### config.mk
export PLATFORM = sky130hd
export DESIGN_NAME = id_stage_p
export DESIGN_NICKNAME = d
export VERILOG_FILES = /design/src/rtl/id_stage_p_pkg.sv /design/src/rtl/id_stage_p_operand_fwd.sv /design/src/rtl/id_stage_p.sv
export SDC_FILE = /design/constraint.sdc
export NUM_CORES = 1
export LEC_CHECK = 0
export CORE_MARGIN = 2
export CORE_UTILIZATION = 38
export DETAILED_ROUTE_END_ITERATION = 10
export GPL_TIMING_DRIVEN = 0
export PLACE_DENSITY = 0.76
export SYNTH_ARGS = -nofsm -noshare
export SYNTH_HDL_FRONTEND = slang
export SYNTH_SLANG_ARGS = --single-unit
### constraint.sdc
create_clock -name clk -period 3.1 [get_ports clk]
set_clock_uncertainty 0.2 [all_clocks]
set_input_delay 0.62 -clock clk [delete_from_list [all_inputs] [get_ports clk]]
set_output_delay 0.62 -clock clk [all_outputs]
set_load 0.02 [all_outputs]
### src/rtl/id_stage_p_pkg.sv
// Shared decode constants for the pipelined ID stage:
// ALU op codes, result selects, MIPS opcode/funct fields, stall FSM states.
package id_stage_p_pkg;

    localparam logic       RstEnable    = 1'b1;
    localparam logic       WriteEnable  = 1'b1;
    localparam logic       WriteDisable = 1'b0;
    localparam logic [4:0] NOPRegAddr   = 5'b00000;

    localparam logic [7:0] EXE_NOP_OP   = 8'b0000_0000;
    localparam logic [7:0] EXE_AND_OP   = 8'b0010_0100;
    localparam logic [7:0] EXE_OR_OP    = 8'b0010_0101;
    localparam logic [7:0] EXE_XOR_OP   = 8'b0010_0110;
    localparam logic [7:0] EXE_NOR_OP   = 8'b0010_0111;
    localparam logic [7:0] EXE_SLL_OP   = 8'b0111_1100;
    localparam logic [7:0] EXE_SRL_OP   = 8'b0000_0010;
    localparam logic [7:0] EXE_SRA_OP   = 8'b0000_0011;
    localparam logic [7:0] EXE_ADDIU_OP = 8'b0101_0110;
    localparam logic [7:0] EXE_LW_OP    = 8'b1110_0011;

    localparam logic [2:0] EXE_RES_NOP        = 3'b000;
    localparam logic [2:0] EXE_RES_LOGIC      = 3'b001;
    localparam logic [2:0] EXE_RES_SHIFT      = 3'b010;
    localparam logic [2:0] EXE_RES_ARITHMETIC = 3'b100;
    localparam logic [2:0] EXE_RES_LOAD_STORE = 3'b111;

    localparam logic [5:0] OP_SPECIAL = 6'b000000;
    localparam logic [5:0] OP_ANDI    = 6'b001100;
    localparam logic [5:0] OP_ORI     = 6'b001101;
    localparam logic [5:0] OP_XORI    = 6'b001110;
    localparam logic [5:0] OP_LUI     = 6'b001111;
    localparam logic [5:0] OP_ADDIU   = 6'b001001;
    localparam logic [5:0] OP_LW      = 6'b100011;

    localparam logic [5:0] FN_AND = 6'b100100;
    localparam logic [5:0] FN_OR  = 6'b100101;
    localparam logic [5:0] FN_XOR = 6'b100110;
    localparam logic [5:0] FN_NOR = 6'b100111;
    localparam logic [5:0] FN_SLL = 6'b000000;
    localparam logic [5:0] FN_SRL = 6'b000010;
    localparam logic [5:0] FN_SRA = 6'b000011;

    typedef enum logic {
        ST_RUN,
        ST_STALL
    } stall_state_e;

endpackage

### src/rtl/id_stage_p_operand_fwd.sv
// Operand select for one source: immediate when the port is unused,
// else $0 -> 0, EX forward, MEM forward, regfile data (in that priority).
// Ports: re/addr/rf_data (regfile side), ex_*/mem_* (bypass), imm, operand.
module operand_fwd #(
    parameter int DATA_W  = 32,
    parameter int RADDR_W = 5
) (
    input  logic               re,
    input  logic [RADDR_W-1:0] addr,
    input  logic [DATA_W-1:0]  rf_data,
    input  logic               ex_wreg,
    input  logic [RADDR_W-1:0] ex_wd,
    input  logic [DATA_W-1:0]  ex_wdata,
    input  logic               mem_wreg,
    input  logic [RADDR_W-1:0] mem_wd,
    input  logic [DATA_W-1:0]  mem_wdata,
    input  logic [DATA_W-1:0]  imm,
    output logic [DATA_W-1:0]  operand
);

    always_comb begin
        operand = rf_data;
        if (!re)
            operand = imm;
        else if (addr == '0)
            operand = '0;
        else if (ex_wreg && ex_wd == addr)
            operand = ex_wdata;
        else if (mem_wreg && mem_wd == addr)
            operand = mem_wdata;
    end

endmodule

### src/rtl/id_stage_p.sv
// Pipelined MIPS32 decode stage: decode, forward, load-use stall, ID/EX reg.
// Ports: IF side (if_valid_i/pc_i/inst_i/id_ready_o), regfile reads,
// EX/MEM bypass, flush_i, EX side handshake (ex_valid_o/ex_ready_i) + payload.
module id_stage_p
    import id_stage_p_pkg::*;
#(
    parameter int DATA_W   = 32,
    parameter int RADDR_W  = 5,
    parameter int PC_W     = 32,
    parameter int LOAD_LAT = 1
) (
    input  logic               clk,
    input  logic               rst,
    input  logic               if_valid_i,
    input  logic [PC_W-1:0]    pc_i,
    input  logic [31:0]        inst_i,
    output logic               id_ready_o,
    output logic               reg1_read_o,
    output logic               reg2_read_o,
    output logic [RADDR_W-1:0] reg1_addr_o,
    output logic [RADDR_W-1:0] reg2_addr_o,
    input  logic [DATA_W-1:0]  reg1_data_i,
    input  logic [DATA_W-1:0]  reg2_data_i,
    input  logic               ex_wreg_i,
    input  logic [RADDR_W-1:0] ex_wd_i,
    input  logic [DATA_W-1:0]  ex_wdata_i,
    input  logic               ex_is_load_i,
    input  logic               mem_wreg_i,
    input  logic [RADDR_W-1:0] mem_wd_i,
    input  logic [DATA_W-1:0]  mem_wdata_i,
    input  logic               flush_i,
    input  logic               ex_ready_i,
    output logic               ex_valid_o,
    output logic [7:0]         aluop_o,
    output logic [2:0]         alusel_o,
    output logic [DATA_W-1:0]  reg1_o,
    output logic [DATA_W-1:0]  reg2_o,
    output logic [RADDR_W-1:0] wd_o,
    output logic               wreg_o,
    output logic               inst_invalid_o,
    output logic [PC_W-1:0]    pc_o
);

    logic [5:0]  op, funct;
    logic [4:0]  rs, rt, rd, sa;
    logic [15:0] imm16;

    assign op    = inst_i[31:26];
    assign rs    = inst_i[25:21];
    assign rt    = inst_i[20:16];
    assign rd    = inst_i[15:11];
    assign sa    = inst_i[10:6];
    assign funct = inst_i[5:0];
    assign imm16 = inst_i[15:0];

    logic [DATA_W-1:0] imm_zx, imm_sx, imm_hi;
    assign imm_zx = {{(DATA_W-16){1'b0}}, imm16};
    assign imm_sx = {{(DATA_W-16){imm16[15]}}, imm16};
    assign imm_hi = {imm16, {(DATA_W-16){1'b0}}};

    logic               re1, re2;
    logic [RADDR_W-1:0] a1, a2;
    logic [DATA_W-1:0]  imm1, imm2;
    logic [7:0]         d_aluop;
    logic [2:0]         d_alusel;
    logic [RADDR_W-1:0] d_wd;
    logic               d_wreg, d_inv;

    always_comb begin
        re1      = 1'b0;
        re2      = 1'b0;
        a1       = RADDR_W'(rs);
        a2       = RADDR_W'(rt);
        imm1     = '0;
        imm2     = '0;
        d_aluop  = EXE_NOP_OP;
        d_alusel = EXE_RES_NOP;
        d_wd     = RADDR_W'(NOPRegAddr);
        d_wreg   = WriteDisable;
        d_inv    = 1'b0;
        unique case (op)
            OP_SPECIAL: begin
                unique case (funct)
                    FN_AND, FN_OR, FN_XOR, FN_NOR: begin
                        if (sa == 5'd0) begin
                            re1      = 1'b1;
                            re2      = 1'b1;
                            d_wd     = RADDR_W'(rd);
                            d_wreg   = WriteEnable;
                            d_alusel = EXE_RES_LOGIC;
                            unique case (funct)
                                FN_AND:  d_aluop = EXE_AND_OP;
                                FN_OR:   d_aluop = EXE_OR_OP;
                                FN_XOR:  d_aluop = EXE_XOR_OP;
                                default: d_aluop = EXE_NOR_OP;
                            endcase
                        end else begin
                            d_inv = 1'b1;
                        end
                    end
                    FN_SLL, FN_SRL, FN_SRA: begin
                        if (rs == 5'd0) begin
                            re2      = 1'b1;
                            imm1     = DATA_W'(sa);
                            d_wd     = RADDR_W'(rd);
                            // all-zero word is the canonical NOP
                            d_wreg   = (inst_i != 32'd0);
                            d_alusel = EXE_RES_SHIFT;
                            unique case (funct)
                                FN_SLL:  d_aluop = EXE_SLL_OP;
                                FN_SRL:  d_aluop = EXE_SRL_OP;
                                default: d_aluop = EXE_SRA_OP;
                            endcase
                        end else begin
                            d_inv = 1'b1;
                        end
                    end
                    default: d_inv = 1'b1;
                endcase
            end
            OP_ORI, OP_ANDI, OP_XORI: begin
                re1      = 1'b1;
                imm2     = imm_zx;
                d_wd     = RADDR_W'(rt);
                d_wreg   = WriteEnable;
                d_alusel = EXE_RES_LOGIC;
                unique case (op)
                    OP_ORI:  d_aluop = EXE_OR_OP;
                    OP_ANDI: d_aluop = EXE_AND_OP;
                    default: d_aluop = EXE_XOR_OP;
                endcase
            end
            OP_LUI: begin
                imm2     = imm_hi;
                d_wd     = RADDR_W'(rt);
                d_wreg   = WriteEnable;
                d_alusel = EXE_RES_LOGIC;
                d_aluop  = EXE_OR_OP;
            end
            OP_ADDIU: begin
                re1      = 1'b1;
                imm2     = imm_sx;
                d_wd     = RADDR_W'(rt);
                d_wreg   = WriteEnable;
                d_alusel = EXE_RES_ARITHMETIC;
                d_aluop  = EXE_ADDIU_OP;
            end
            OP_LW: begin
                re1      = 1'b1;
                imm2     = imm_sx;
                d_wd     = RADDR_W'(rt);
                d_wreg   = WriteEnable;
                d_alusel = EXE_RES_LOAD_STORE;
                d_aluop  = EXE_LW_OP;
            end
            default: d_inv = 1'b1;
        endcase
    end

    assign reg1_read_o = re1;
    assign reg2_read_o = re2;
    assign reg1_addr_o = a1;
    assign reg2_addr_o = a2;

    logic [DATA_W-1:0] op1, op2;

    operand_fwd #(.DATA_W(DATA_W), .RADDR_W(RADDR_W)) u_fwd1 (
        .re(re1), .addr(a1), .rf_data(reg1_data_i),
        .ex_wreg(ex_wreg_i), .ex_wd(ex_wd_i), .ex_wdata(ex_wdata_i),
        .mem_wreg(mem_wreg_i), .mem_wd(mem_wd_i), .mem_wdata(mem_wdata_i),
        .imm(imm1), .operand(op1)
    );

    operand_fwd #(.DATA_W(DATA_W), .RADDR_W(RADDR_W)) u_fwd2 (
        .re(re2), .addr(a2), .rf_data(reg2_data_i),
        .ex_wreg(ex_wreg_i), .ex_wd(ex_wd_i), .ex_wdata(ex_wdata_i),
        .mem_wreg(mem_wreg_i), .mem_wd(mem_wd_i), .mem_wdata(mem_wdata_i),
        .imm(imm2), .operand(op2)
    );

    // Load result not available until after EX: a consumer must wait.
    logic hazard;
    assign hazard = if_valid_i & ex_is_load_i & ex_wreg_i
                  & (ex_wd_i != '0)
                  & ((re1 & (ex_wd_i == a1)) | (re2 & (ex_wd_i == a2)));

    stall_state_e state;
    logic [2:0]   cnt;
    logic         load_en;

    assign load_en    = ~ex_valid_o | ex_ready_i;
    assign id_ready_o = (state == ST_RUN) & ~hazard & load_en & ~flush_i;

    always_ff @(posedge clk) begin
        if (rst == RstEnable) begin
            ex_valid_o     <= 1'b0;
            aluop_o        <= EXE_NOP_OP;
            alusel_o       <= EXE_RES_NOP;
            reg1_o         <= '0;
            reg2_o         <= '0;
            wd_o           <= RADDR_W'(NOPRegAddr);
            wreg_o         <= WriteDisable;
            inst_invalid_o <= 1'b0;
            pc_o           <= '0;
            state          <= ST_RUN;
            cnt            <= '0;
        end else if (flush_i) begin
            ex_valid_o <= 1'b0;
            wreg_o     <= WriteDisable;
            state      <= ST_RUN;
            cnt        <= '0;
        end else if (load_en) begin
            if (state == ST_STALL) begin
                ex_valid_o <= 1'b0;
                wreg_o     <= WriteDisable;
                if (cnt <= 3'd1) begin
                    state <= ST_RUN;
                    cnt   <= '0;
                end else begin
                    cnt <= cnt - 3'd1;
                end
            end else if (hazard) begin
                ex_valid_o <= 1'b0;
                wreg_o     <= WriteDisable;
                if (LOAD_LAT > 1) begin
                    state <= ST_STALL;
                    cnt   <= 3'(LOAD_LAT - 1);
                end
            end else if (if_valid_i) begin
                ex_valid_o     <= 1'b1;
                aluop_o        <= d_aluop;
                alusel_o       <= d_alusel;
                reg1_o         <= op1;
                reg2_o         <= op2;
                wd_o           <= d_wd;
                wreg_o         <= d_wreg;
                inst_invalid_o <= d_inv;
                pc_o           <= pc_i;
            end else begin
                ex_valid_o <= 1'b0;
            end
        end
    end

endmodule

Yosys cells after proc, flatten, opt, wreduce, memory -nomap -nowiden
Cells that the tools add are included.

operators by class
  $add $sub $neg = 1
  $mul = 0
  divide/modulo/power cells = 0
  $lt $le $gt $ge = 1
  eq/ne operators = 16
  shift-type cells = 0
  muxes and demuxes = 49
  bitwise gates (word level) = 15
  reduce and logical (&&, ||, !) cells = 23

operator list
  cell                                                              number
  32-bit two-way mux                                                8
  32-bit one-hot mux with 3 select lines                            1
  8-bit one-hot mux with 5 select lines                             1
  32-bit nonzero test                                               1
  6-bit by 4-bit == test with 1-bit output (second input constant)  5
  6-bit == test (second input constant)                             5
  7-bit one-hot mux with 2 select lines                             2
  5-bit two-way mux                                                 5
  5-bit == test                                                     4
  5-bit one-hot mux with 2 select lines                             2
  1-bit two-way mux                                                 16
  5-bit logical NOT                                                 3
  6-bit by 2-bit == test with 1-bit output (second input constant)  2
  6-bit logical NOT                                                 2
  1-bit one-hot mux with 2 select lines                             6
  3-bit one-hot mux with 4 select lines                             1
  1-bit bitwise AND                                                 9
  2-bit one-hot mux with 2 select lines                             2
  4-bit OR reduction                                                2
  7-bit two-way mux                                                 1
  6-bit two-way mux                                                 1
  2-bit one-hot mux with 3 select lines                             1
  3-bit OR reduction                                                2
  6-bit OR reduction                                                1
  other kinds (13)                                                  22

word-level totals
  flip-flop bits (word level) = 119
  latch bits = 0
  RAM bits = 0
  bits in read-only memories = 0
  input bits = 210
  output and inout bits = 128
  word-level logic and storage cells = 116
  memories = 0

Logic depth before layout (Yosys ltp)
  depth after elaboration = 11
  gate-level depth with buffers = 11
  gate-level depth less buffers = 7

Cells and area by module
A second synthesis with hierarchy kept.

second synthesis, totals
  cell total of the unflattened synthesis = 989
  area, all modules = 7,713.6 sq um

modules (own cells, without submodules)
  module       instances  cells an instance  area each (sq um)  sequential area each (sq um)
  id_stage_p   1          671                5,474.0            2,382.3
  operand_fwd  2          159                1,119.8            0.0

Least setup slack after synthesis
Ideal clock, no wire load.

  path type = input port to output port
  start = in inst_i[31]
  end = out id_ready_o
  data arrival time = 2.568 ns
  required time = 2.280 ns
  setup slack = -0.288 ns
  cell stages on the path = 9
  buffers on the path = 3
  cell sequence = and3b_1 -> clkbuf_1 -> nand2_1 -> nand3_1 -> a22o_1 -> buf_4 -> buf_2 -> a21o_1 -> nor3b_1

between the ends
  cells in the longest elaborated chain, start to end = 10
  elaborated cells between the ends (all ways) = 17
  those cells by class = eq/ne: 5; mux: 2; bitwise: 8; reduce/logical: 2

ends and longest elaborated chain
  element                                                                           RTL line           text
  start: declaration                                                                id_stage_p.sv:16   input logic [31:0] inst_i,
  6-bit by 4-bit == test with 1-bit output / 6-bit == test (equally long branches)  id_stage_p.sv:81   unique case (op)
  5-bit OR reduction (no source line)                                               --
  1-bit one-hot mux with 2 select lines *                                           id_stage_p.sv:81
  named net reg1_read_o                                                             id_stage_p.sv:18   output logic reg1_read_o,
  1-bit bitwise AND *                                                               id_stage_p.sv:185  & ((re1 & (ex_wd_i == a1)) | (re2 & (ex_wd_i == a2)));
  1-bit bitwise OR *                                                                id_stage_p.sv:185
  1-bit bitwise AND *                                                               id_stage_p.sv:185
  1-bit inverter (no source line) *                                                 --
  1-bit bitwise AND * (3 in a row)                                                  id_stage_p.sv:192  assign id_ready_o = (state == ST_RUN) & ~hazard & load_en & ~flush_i;
  end: declaration                                                                  id_stage_p.sv:17   output logic id_ready_o,

Mark *: on every way through the listed nets, which the timed path passes. The rest lies on a longest branch.

Worst setup path in the final report
  start = in inst_i[4]
  end = out id_ready_o

between the ends
  cells in the longest elaborated chain, start to end = 11
  elaborated cells between the ends (all ways) = 21
  those cells by class = eq/ne: 6; mux: 4; bitwise: 8; reduce/logical: 3

ends and longest elaborated chain
  element                                                                            RTL line           text
  6-bit == test (tied with other cells)                                              id_stage_p.sv:83   unique case (funct)
  4-bit OR reduction / 3-bit OR reduction (equally long branches)                    id_stage_p.sv:83
  1-bit two-way mux / 1-bit one-hot mux with 2 select lines (equally long branches)  id_stage_p.sv:83
  1-bit one-hot mux with 2 select lines / 1-bit two-way mux (equally long branches)  id_stage_p.sv:81
  1-bit bitwise AND                                                                  id_stage_p.sv:185
  1-bit bitwise OR *                                                                 id_stage_p.sv:185
  1-bit bitwise AND *                                                                id_stage_p.sv:185
  1-bit inverter (no source line) *                                                  --
  1-bit bitwise AND * (3 in a row)                                                   id_stage_p.sv:192

Every way passes the cells marked *; elsewhere a longest branch is shown, timed or not.

==> impl_metrics.csv <==
group,metric,value,unit
setup_path,cp.arrival,2.57,ns
layout,final_common_cell,"clkdlybuf4s50_1",
clock_network,clk_pin_slew,0.06,ns
timing,fmax,294.6,MHz
layout,stdcell_count,1508,
clock_network,cts_root_buffer,"clkbuf_16",
power,power.total,4.475,mW
logic_synthesis,synth_xor_area_frac,0.02413,
setup_path,endpoint_kind,"output pin",
clock_network,cts_buffers,17,
clock_network,htree_levels,4,
timing,finalMaxSlewViolations,0,
power,power.leakage,4.480,nW
floorplanning,start_util,0.3880,
power,ir_drop,0.3232,mV
clock_network,insertion_delay,0.42,ns
global_routing,grt_pass1_wl,48230,um
placed_design,dp_cells,1466,
drt,post_drt_wl_per_cell,21.59,um
logic_synthesis,ys_dominant_reg_cell,"dfxtp_1",
timing,grt_setup_unrepaired,"true",
timing,relSlewSlack,0.3097,
floorplanning,ios,338,
floorplanning,die_h,142.2,um
drt,post-route-drc-count,0,
timing,period_minus_slack,3.395,ns
layout,area_delta_synth_final,59.83,%
global_routing,grtUsageTotal,0.3136,
clock_network,cts_hold_buf,0,
status,outcome,"finished, violations left",
layout,final_cell_mix,"clkdlybuf4s50_1 (304), nand2_1 (145), dfxtp_1 (119), mux2i_1 (90), nor2_1 (57)",
timing,fin_ws,-0.2945,ns
logic_synthesis,synth-async-reset-ratio,0,
job,maxCapViolCount,0,
min_path,worst_hold_path_type,"reg2reg",
clock_network,clockBufferDepth,2,
timing,hold_violations,0,
logic_synthesis,yosysWarnings,0,
layout,final_area,11600,um^2
global_routing,antenna_found_initial,4,
logic_synthesis,synth_mux_area_frac,0.1272,
logic_synthesis,synth_top_family_by_area,"compound AO/OA/AOI/OAI gates",
setup_path,critPathMaxFanout,5,
floorplanning,std_cell_rows,50,
setup_path,cp-start-kind,"input port",
logic_synthesis,synth_enable_flop_cells,0,
drt,routed-via-count,8746,
timing,fin_crit_sh,1.095,
placed_design,io_buffer_count,335,
drt,drt-initial-drc-count,768,
power,power_density,385.7,nW/um^2
layout,post-route-util,0.6202,
placed_design,routabilityCongestion,0.9523,
floorplanning,die_w,142.2,um
status,violations,"setup timing",
drt,viasPerCell,5.800,
drt,drtAntennaViolNets,0,
clock_network,cts_tree,"built",
logic_synthesis,yosysSeqAreaShare,0.3282,
floorplanning,core-area,18710,um^2
placed_design,dpl_cell_area,10920,um^2
logic_synthesis,syn_inst,897,
global_routing,grt_overflow,0,
floorplanning,dieArea,20220,um^2
layout,drive_gt1_frac,0.1000,
logic_synthesis,synthSimpleGateAreaFrac,0.2005,
logic_synthesis,avgSynthCellArea,8.092,um^2
logic_synthesis,ys_types,57,
global_routing,grt_start_max_net_pins,17,
drt,routed_wl,32550,um
setup_path,cp.required,2.28,ns
clock_network,cts_num_sinks,119,
timing,worst_slew_pin_slew,1.031,ns
layout,nets,1469,
timing,setup_viol,1,
placed_design,hpwl,25610,um
setup_path,critPathKind,"in2out",
logic_synthesis,syn_nets,1109,
drt,first_pass_iters,6,
logic_synthesis,synth-compound-area-share,0.2360,
global_routing,grt_pass1_vias,8456,
logic_synthesis,synthAdderAreaFrac,0.003448,
logic_synthesis,ys_ff_latch,119,
logic_synthesis,synth.cell_area,7258,um^2
==> where the power goes <==
group / switching (mW) / leakage (nW) / internal (mW)
clock: 0.762 / 0.250 / 1.06
combinational: 0.513 / 3.26 / 0.510
sequential: 0.0363 / 0.971 / 1.60
total: 1.31 / 4.48 / 3.16
==> through the flow <==
stage	setup WS, ns	setup TNS (ns)	hold slack, ns
final	-0.2945	-0.2945	0.2550
after global routing	-0.3371	-0.3527	0.2708
after CTS	-0.3204	-0.3204	0.2587
after detailed placement	-1.269	-62.26	0.2454
after global placement	-1.297	-62.47	0.2418
after floorplan	-0.05940	-0.05940	0.2603
==> flip-flops by register name, summed over array words and instances (netlist names) <==
signal          count
pc_o               32
reg1_o             32
reg2_o             32
aluop_o             8
wd_o                5
alusel_o            3
cnt                 3
ex_valid_o          1
inst_invalid_o      1
state               1
wreg_o              1
==> cell families (layout without fill, tap and decap cells) <==
| logic type | count (synthesis) | count (layout) |
|---|---|---|
| flip-flops | 119 | 119 |
| AND/OR/NAND/NOR | 317 | 317 |
| adder cells (fa/ha/maj) | 2 | 2 |
| buffers and inverters | 126 | 499 |
| XOR/XNOR | 20 | 20 |
| AO/OA/AOI/OAI | 221 | 221 |
| multiplexers | 92 | 92 |
| other | 0 | 4 |
==> critical path, stage by stage <==
cell      delay (ns)
buf_8           0.10
or4_4           0.53
a2111o_1        0.43
a21oi_2         0.16
a22o_1          0.22
buf_6           0.12
a21o_1          0.17
nor3b_2         0.06
buf_4           0.15
==> area by class of cell <==
type	count	area (um^2)
fillers	1695	7104
multi-input cells	652	4400
repair buffers	344	3395
flip-flops and latches	119	2382
clock buffers	20	456.7
plain buffers	85	442.9
well taps	234	292.8
inverters	38	142.6
clock inverters	12	78.83
diodes	4	10.01
==> synthesized netlist by cell type, types with 6 or more instances <==
library cell / n / share of area
a221oi_1: 15 / 0.018
buf_6: 6 / 0.0093
a22oi_1: 9 / 0.0093
a32oi_1: 24 / 0.029
and2_1: 9 / 0.0078
nand3_1: 32 / 0.022
o211ai_1: 15 / 0.016
inv_1: 37 / 0.019
a21oi_1: 18 / 0.012
or3_1: 16 / 0.014
dfxtp_1: 119 / 0.33
a211o_1: 28 / 0.034
nor2b_1: 9 / 0.0078
nor3_1: 10 / 0.0069
a31oi_1: 20 / 0.017
nor2_1: 59 / 0.031
buf_2: 8 / 0.0055
a311o_1: 13 / 0.018
o21ai_0: 19 / 0.013
a221o_1: 10 / 0.014
buf_4: 15 / 0.016
clkbuf_1: 57 / 0.029
nand2_1: 146 / 0.076
mux2i_1: 90 / 0.12
o31ai_1: 23 / 0.024
xnor2_1: 15 / 0.018
==> path summary, 6_finish.rpt <==
check	from	endpoint	slack [ns]	cells after the start
setup / recovery	inst_i[4]	id_ready_o	-0.29	9
setup reg to reg	ex_valid_o	reg2_o[15]	0.61	8
hold / removal	pc_o[23]	pc_o[23]	0.26	2
hold reg to reg	pc_o[23]	pc_o[23]	0.26	2
==> layer usage <==
layer	GRT usage	vias to the layer above	routed length, um
li1	-	3995	-
met1	0.3871	4162	12790
met2	0.5172	501	15180
met3	0.08748	88	3469
met4	0.1258	0	1111
met5	0	-	0
==> what timing repair did <==
item	in CTS	in global routing
pin swaps	6	5
buffers inserted	6	3
gates resized for setup	84	34
endpoints found under the setup margin	82	45
Power figures use the tool's default switching activity.
==> patch, RTL diff (config.mk and constraints unchanged) <==
`DATA_W` is set to 32 in 2 places; all go to 28.
--- a/src/rtl/id_stage_p_operand_fwd.sv
+++ b/src/rtl/id_stage_p_operand_fwd.sv
@@ -4,3 +4,3 @@
 module operand_fwd #(
-    parameter int DATA_W  = 32,
+    parameter int DATA_W  = 28,
     parameter int RADDR_W = 5
--- a/src/rtl/id_stage_p.sv
+++ b/src/rtl/id_stage_p.sv
@@ -6,3 +6,3 @@
 #(
-    parameter int DATA_W   = 32,
+    parameter int DATA_W   = 28,
     parameter int RADDR_W  = 5,
Ports: changed (6 resized); port bits go from 338 to 314. The function was not compared with the original's and may differ.
==> patch against the unedited design <==
  * Sequential cell count is 8 lower
  * Count of clock-buffer cells in the layout is 11 lower
  * Worst setup slack better by 380 ps
  * Fmax is 13% higher
  * Final area is 14% lower
  * Area after synthesis is 16% lower
  * Power is 20% lower
  * Global-route usage is 0.98 points lower
  * Non-clock buffer count is 29 lower
  * Routed wire length is 17% lower
  * Largest cell class unchanged
  * Highest routed layer unchanged
==> patch: results (changes against the unedited design) <==
[place]
hpwl_um = 21300  ; was 25600 µm
placed_cells = 1366  ; was 1466
port_buffers = 312  ; was 335
post-place-ws_ps = -698  ; was -1270 ps
place.gp.congestion = 0.923  ; was 0.952

[detailed_routing]
route.met2.wl_um = 13000  ; was 15200 µm
maxUsedRoutingLayer = met4  ; unchanged
via_count = 7673  ; was 8746
wirelength_um = 27100  ; was 32600 µm
wl_per_cell_um = 19.5  ; was 21.6 µm
drtIter0Drc = 513  ; was 768
firstDrtPassIters = 5  ; was 6
wl_met1_um = 10500  ; was 12800 µm
met3_length_um = 2930  ; was 3470 µm

[clock_tree]
clk_latency_ps = 360  ; was 420 ps
clk_pin_slew_ps = 80  ; was 60 ps
cts-root-buf = clkbuf_16  ; unchanged
cts-htree-levels = 3  ; was 4
clock_path_buffers = 2  ; unchanged
cts_buffers = 9  ; was 17

[critical_path]
cp_max_fo = 8  ; was 5
cp_top_family = buffers and inverters  ; was compound AO/OA/AOI/OAI gates
crit_slowest_cell = dlygate4sd2_1  ; was or4_4
max_stage_delay_ps = 390  ; was 530 ps
ff2ff_setup_slack_ps = 670  ; was 610 ps
arrival_ps = 2190  ; was 2570 ps

[status]
status = finished clean  ; was finished, violations left

[power]
p_leak_nw = 3.61  ; was 4.48 nW
ir_drop_mv = 0.270  ; was 0.323 mV

[finish]
n_antenna_cell = 0  ; was 4
reg_top3 = pc_o x32, reg1_o x28, reg2_o x28  ; was pc_o x32, reg1_o x32, reg2_o x32
drive_gt1_share_pct = 8.60  ; was 10.0%

[global_route]
grt_max_degree = 22  ; was 17
gr-usage-met3_pct = 8.71  ; was 8.75%
grt_pass1_vias = 7120  ; was 8456
grt_usage_pct = 30.4  ; was 31.4%
use_met2_pct = 52.5  ; was 51.7%
grt_first_pass_wirelength_um = 39400  ; was 48200 µm
met1_usage_pct = 36.8  ; was 38.7%
antenna_found_initial = 0  ; was 4

[yosys]
yosys_warnings = 0  ; unchanged
seq_area_frac_synth_pct = 36.3  ; was 32.8%
yosysUniqueCellTypes = 56  ; was 57
yosys-top-cells-count = nand2_1, dfxtp_1, a21oi_1  ; was nand2_1, dfxtp_1, mux2i_1
synthCells = 838  ; was 897
async_flop_share_pct = 0  ; unchanged
netlist_top_cells_area = dfxtp_1, nand2_1, a21oi_1  ; was dfxtp_1, mux2i_1, nand2_1
syn_nets = 1034  ; was 1109

[timing]
period_needed_ps = 3010  ; was 3390 ps
tns_ps = 0  ; was -295 ps
worstMarginPinSlew_ps = 841  ; was 1030 ps
hold_slack_ps = 257  ; was 255 ps

[run]
cap_violations = 0  ; unchanged

[min_path]
worstHoldPathType = reg -> reg  ; unchanged

patch: changes by cell type after synthesis, moves of 13 or more:
cell	change
a211o_1	-28
a211oi_1	+14
a21oi_1	+68
a311o_1	-13
buf_2	+17
clkbuf_1	-22
inv_1	-31
mux2i_1	-89
nand2_1	+66
nor3_1	+23
o2111ai_1	+24
o21ai_0	-16
o31ai_1	-23
or3_1	-15
patch: power by group:
group / switching (mW) / internal [mW]
combinational: 0.442 / 0.446
clock: 0.624 / 0.573
sequential: 0.0313 / 1.49
patch: layout make-up:
| cell class | count | area (µm²) |
|---|---|---|
| Buffer | 79 | 402 |
| Clock buffer | 9 | 225 |
| Clock inverter | 7 | 70.1 |
| Fill cell | 1482 | 5900 |
| Inverter | 6 | 22.5 |
| Multi-Input combinational cell | 642 | 3570 |
| Sequential cell | 111 | 2220 |
| Tap cell | 216 | 270 |
| Timing Repair Buffer | 321 | 3150 |
patch: per-stage QoR:
stage	area, µm²	utilization [%]
2_1_floorplan	6120	-
3_3_place_gp	9520	60.1
3_5_place_dp	9520	60.1
4_1_cts	9870	62.4
5_1_grt	9930	62.7
6_report	9930	62.7
patch: cell families after synthesis:
kind of cell,Yosys count,synth area share [%]
AOI/OAI and AO/OA,215,24.0
xor gates and xnor gates,20,2.86
adders and majority gates,2,0.409
buffers and inverters,85,6.76
DFF,111,36.3
muxes,1,0.163
and+or+nand+nor,404,29.5
patch: timing repair:
item | 4_1_cts | 5_1_grt
buffers inserted | 5 | 4
pin swaps | 9 | 9
resized for setup | 51 | 17
setup endpoints to repair | 51 | 40
patch: path summary, 6_finish.rpt:
kind	from	end	cells after the start
max reg2reg	state	wd_o[2]	8
max	inst_i[27]	id_ready_o	8
min reg2reg	pc_o[9]	pc_o[9]	2
min	pc_o[9]	pc_o[9]	2
